`src/rtl/list_sum_datapath.sv`:
```
// Datapath for the linked-list summation engine: node memory, running sum,
// next-node pointer, saturating node counter and sticky overflow flag.
module list_sum_datapath #(
    parameter int DATA_W = 8,
    parameter int ADDR_W = 4,
    parameter int SUM_W  = 12
) (
    input  logic              clk,
    input  logic              rst,
    input  logic              ld_sum,
    input  logic              ld_next,
    input  logic              sum_sel,
    input  logic              next_sel,
    input  logic              a_sel,
    input  logic              mem_we,
    input  logic [ADDR_W-1:0] mem_waddr,
    input  logic [DATA_W-1:0] mem_wdata,
    output logic              next_zero,
    output logic [SUM_W-1:0]  sum,
    output logic [ADDR_W:0]   node_cnt,
    output logic              ovf,
    output logic [DATA_W-1:0] rdata
);

    localparam int DEPTH = 1 << ADDR_W;

    logic [DATA_W-1:0] mem [DEPTH];
    logic [ADDR_W-1:0] next_ptr;
    logic [ADDR_W-1:0] ptr_addr;
    logic [ADDR_W-1:0] a_addr;
    logic [SUM_W:0]    sum_add;

    // Pointer word sits one above the value word and wraps within the memory.
    assign ptr_addr  = next_ptr + ADDR_W'(1);
    assign a_addr    = a_sel ? next_ptr : ptr_addr;
    assign rdata     = mem[a_addr];
    assign next_zero = (mem[ptr_addr] == '0);
    assign sum_add   = {1'b0, sum} + (SUM_W+1)'(rdata);

    always_ff @(posedge clk) begin
        if (mem_we)
            mem[mem_waddr] <= mem_wdata;
    end

    always_ff @(posedge clk or posedge rst) begin
        if (rst) begin
            sum      <= '0;
            next_ptr <= '0;
            node_cnt <= '0;
            ovf      <= 1'b0;
        end else begin
            if (ld_sum) begin
                if (sum_sel) begin
                    sum <= sum_add[SUM_W-1:0];
                    ovf <= ovf | sum_add[SUM_W];
                    if (node_cnt != '1)
                        node_cnt <= node_cnt + (ADDR_W+1)'(1);
                end else begin
                    sum      <= '0;
                    node_cnt <= '0;
                    ovf      <= 1'b0;
                end
            end
            if (ld_next)
                next_ptr <= next_sel ? rdata[ADDR_W-1:0] : '0;
        end
    end

endmodule

```
`config.mk`:
```
export PLATFORM = sky130hd
export DESIGN_NAME = list_sum_datapath
export DESIGN_NICKNAME = d
export VERILOG_FILES = /design/src/rtl/list_sum_datapath.sv
export SDC_FILE = /design/constraint.sdc
export NUM_CORES = 1
export LEC_CHECK = 0
export ABC_AREA = 1
export BUFFER_PORTS_ARGS = -buffer_cell sky130_fd_sc_hd__buf_2
export CORE_MARGIN = 3
export CORE_UTILIZATION = 30
export DETAILED_ROUTE_END_ITERATION = 10
export SETUP_SLACK_MARGIN = 0.4
export SLEW_MARGIN = 5
export SYNTH_ARGS = -nofsm -noshare
export SYNTH_HDL_FRONTEND = slang
export SYNTH_SLANG_ARGS = --single-unit
```
`constraint.sdc`:
```
create_clock -name clk -period 3.2 [get_ports clk]
set_input_delay 0.16 -clock clk [delete_from_list [all_inputs] [get_ports clk]]
set_output_delay 0.16 -clock clk [all_outputs]
set_load 0.1 [all_outputs]
```
==> results.yml <==
floorplanning:
  die_y_um: 161.0
  rows: 56
  initial_utilization_pct: 30.61
  dieArea_um2: 25910
  fp.dieW_um: 161.0
  io_pins: 47
  core_um2: 23540
clock_network:
  cts.htree.levels: 4
  clkLatencyLatePin_ps: 430
  path_clk_slew_ps: 60
  cts_tree: "built"
  cts.sinks: 150
  cts_root_buffer: "clkbuf_16"
  clockBufferDepth: 2
  cts_buffers: 17
pwr:
  p_switching_uw: 4737
  p_sw_share_pct: 46.70
  combPwrFrac_pct: 57.4
  p_leak_uw: 0.003915
  power_density_nw_per_um2: 1025
  clkPwrFrac_pct: 19.3
  peakVddDrop_uv: 687.3
  internal-power_uw: 5406
  p_seq_share_pct: 23.3
drt:
  num_vias: 6174
  final_antenna_net_count: 0
  via_per_inst: 5.124
  drt-pass1-iter-count: 6
  wirelength_mm: 22.35
  post_drt_wl_per_cell_um: 18.55
  drc_errors: 0
  drt_iter0_drc: 819
global_route:
  grt_util_all_layers_pct: 16.17
  grt_max_degree: 33
  grt_pass1_wl_mm: 31.86
  antenna_found_initial: 0
  grt_pass1_vias: 5649
  grt_overflow: 0
yosys:
  yosys.area.top_type: "edfxtp_1"
  synth_seq_area_share_pct: 60.98
  synth_cells: 771
  ys_types: 31
  mappedNetlistArea_um2: 7206
  ys_ff_latch: 150
  yosys-top-cells-area: "edfxtp_1 53%, nand2_1 12%, nand3_1 11%"
  synth_edf_count: 128
  synthFlopType: "edfxtp_1"
  synth_warnings: 0
  synth_top_area_share_pct: 53.34
  ys_async_sr_fraction_pct: 14.67
  syn_avg_cell_area_um2: 9.346
  synthesis.nets: 803
final_layout:
  final_core_util_pct: 42.02
  layout-drive-gt1-share_pct: 30.93
  nNetsFinal: 905
  antenna_cells: 0
  synthToLayoutAreaGrowth_pct: 37.28
sta:
  tightest_slew_ps: 900.4
  fin_worst_skew_ps: 8.011
  period_needed_ps: 2939
  setup_viol: 0
  fin_crit_sh_pct: 91.85
  fmax_mhz: 340.2
  drv_slew: 0
  hold_viol: 0
  totalNegativeSetupSlack_ps: 0
  rsz0062_at_grt: "yes"
  slew_headroom_pct: 39.90
run_status:
  status: "completed"
placed_design:
  hpwl_mm: 13.52
  numPortBuffers: 46
  place.gp.congestion: 0.8560
setup_path:
  crit_required_ps: 3510
  critPathMaxFanout: 7
  startpoint_type: "flop"
  critPathCaptureType: "flop"
  path_class: "reg2reg"
  crit_arrival_ps: 3250
run:
  cap_violations: 0
min_path:
  hold_class: "in2reg"
[power by group through the flow]
stage / Sequential (uW) / Clock (uW) / Combinational, uW
floorplan: 2760 / 0 / 2620
global placement: 2380 / 0 / 3940
detailed placement: 2380 / 0 / 3960
CTS: 2350 / 1970 / 4740
global route: 2380 / 2060 / 6110
finish: 2360 / 1960 / 5820
[cell usage after synthesis, types with 5 or more instances]
master    instances
buf_4             5
nor2_1           93
nand3b_1          5
ha_1             11
nor3_1           10
inv_1            39
nand2_1         239
a21oi_1          14
edfxtp_1        128
buf_2            17
o21ai_0           9
dfrtp_1          22
nand3_1         153
[layer usage]
| layer | vias up | GRT usage (%) | wire length [um] |
|---|---|---|---|
| li1 | 2821 | - | - |
| met3 | 48 | 4.104 | 2027 |
| met1 | 2991 | 22.25 | 9406 |
| met2 | 314 | 25.38 | 10320 |
| met5 | - | 0 | 0 |
| met4 | 0 | 4.810 | 595 |
[cells in the final DEF, fill, tap and decap left out, drive strengths merged, types with 5 or more instances in the layout]
master  netlist  routed
nand2       242     242
nand3       153     153
edfxtp      128     128
buf          23      99
nor2         94      94
inv          43      47
clkbuf        1      22
dfrtp        22      22
a21oi        14      14
ha           11      11
o21ai        11      11
nor3         10      10
clkinv        1       7
nand3b        5       5
[through the flow]
stage	total power, uW	std cells	setup slack [ps]	hold slack (ps)	area [um2]
after floorplan	5374	771	-93.08	149.2	7323
after global placement	6319	1131	241.1	397.8	8019
after detailed placement	6340	1131	148.6	395.0	8019
after CTS	9068	1193	313.9	28.74	9186
after global routing	10550	1205	170.5	46.96	9892
final	10140	1205	260.9	37.72	9892
[worst paths after layout]
kind	slack [ps]	cells past startpoint	from	end
max	260	18	next_ptr[0]$_DFFE_PP0P_	sum[6]$_DFFE_PP0P_
min	40	3	sum_sel	node_cnt[0]$_DFFE_PP0P_
max reg2reg	260	18	next_ptr[0]$_DFFE_PP0P_	sum[6]$_DFFE_PP0P_
min reg2reg	520	2	ovf$_DFFE_PP0P_	ovf$_DFFE_PP0P_
max in group asynchronous	2110	3	rst	next_ptr[0]$_DFFE_PP0P_
min in group asynchronous	470	3	rst	node_cnt[3]$_DFFE_PP0P_
[cells by family after synthesis]
kind of cell | after synthesis | share of synthesized area (%)
AOI/OAI and AO/OA | 30 | 2.362
DFF | 150 | 60.98
buffers and inverters | 68 | 4.202
adders and majority gates | 12 | 2.188
xor gates and xnor gates | 3 | 0.3647
and+or+nand+nor | 508 | 29.90
[layout make-up]
| class | instances | area [um2] |
|---|---|---|
| inverters | 44 | 185.2 |
| fillers | 2221 | 13650 |
| well taps | 319 | 399.1 |
| clock buffers | 18 | 429.2 |
| repair buffers | 107 | 1091 |
| clock inverters | 14 | 140.1 |
| multi-input cells | 553 | 3252 |
| flip-flops and latches | 150 | 4395 |
[worst max-delay path, stage by stage, from the launching register on]
cell,delay [ps]
dfrtp_2,450
ha_4,300
inv_4,40
o21ai_4,240
buf_12,150
clkbuf_16,160
nand3_4,80
nand3_4,110
nand3_4,90
nand2_4,80
clkinvlp_4,100
ha_4,340
nand2_4,70
inv_2,70
nand3_2,50
o211ai_1,270
nand2_1,90
nand2_1,70
o21ai_1,50
[repair_timing]
action                                  CTS  global route
hold buffers                              1             0
endpoints found under the hold margin    22             0
gates cloned                              6             5
endpoints found under the setup margin   12            19
resized for setup                        43           120
pin swaps                                16            52
setup buffers                            23             7
[flip-flops by register name, summed over array words and instances, names as in the netlist]
register	cells
next_ptr	4
node_cnt	5
sum	12
ovf	1
mem	128
Power figures use the tool's default switching activity.
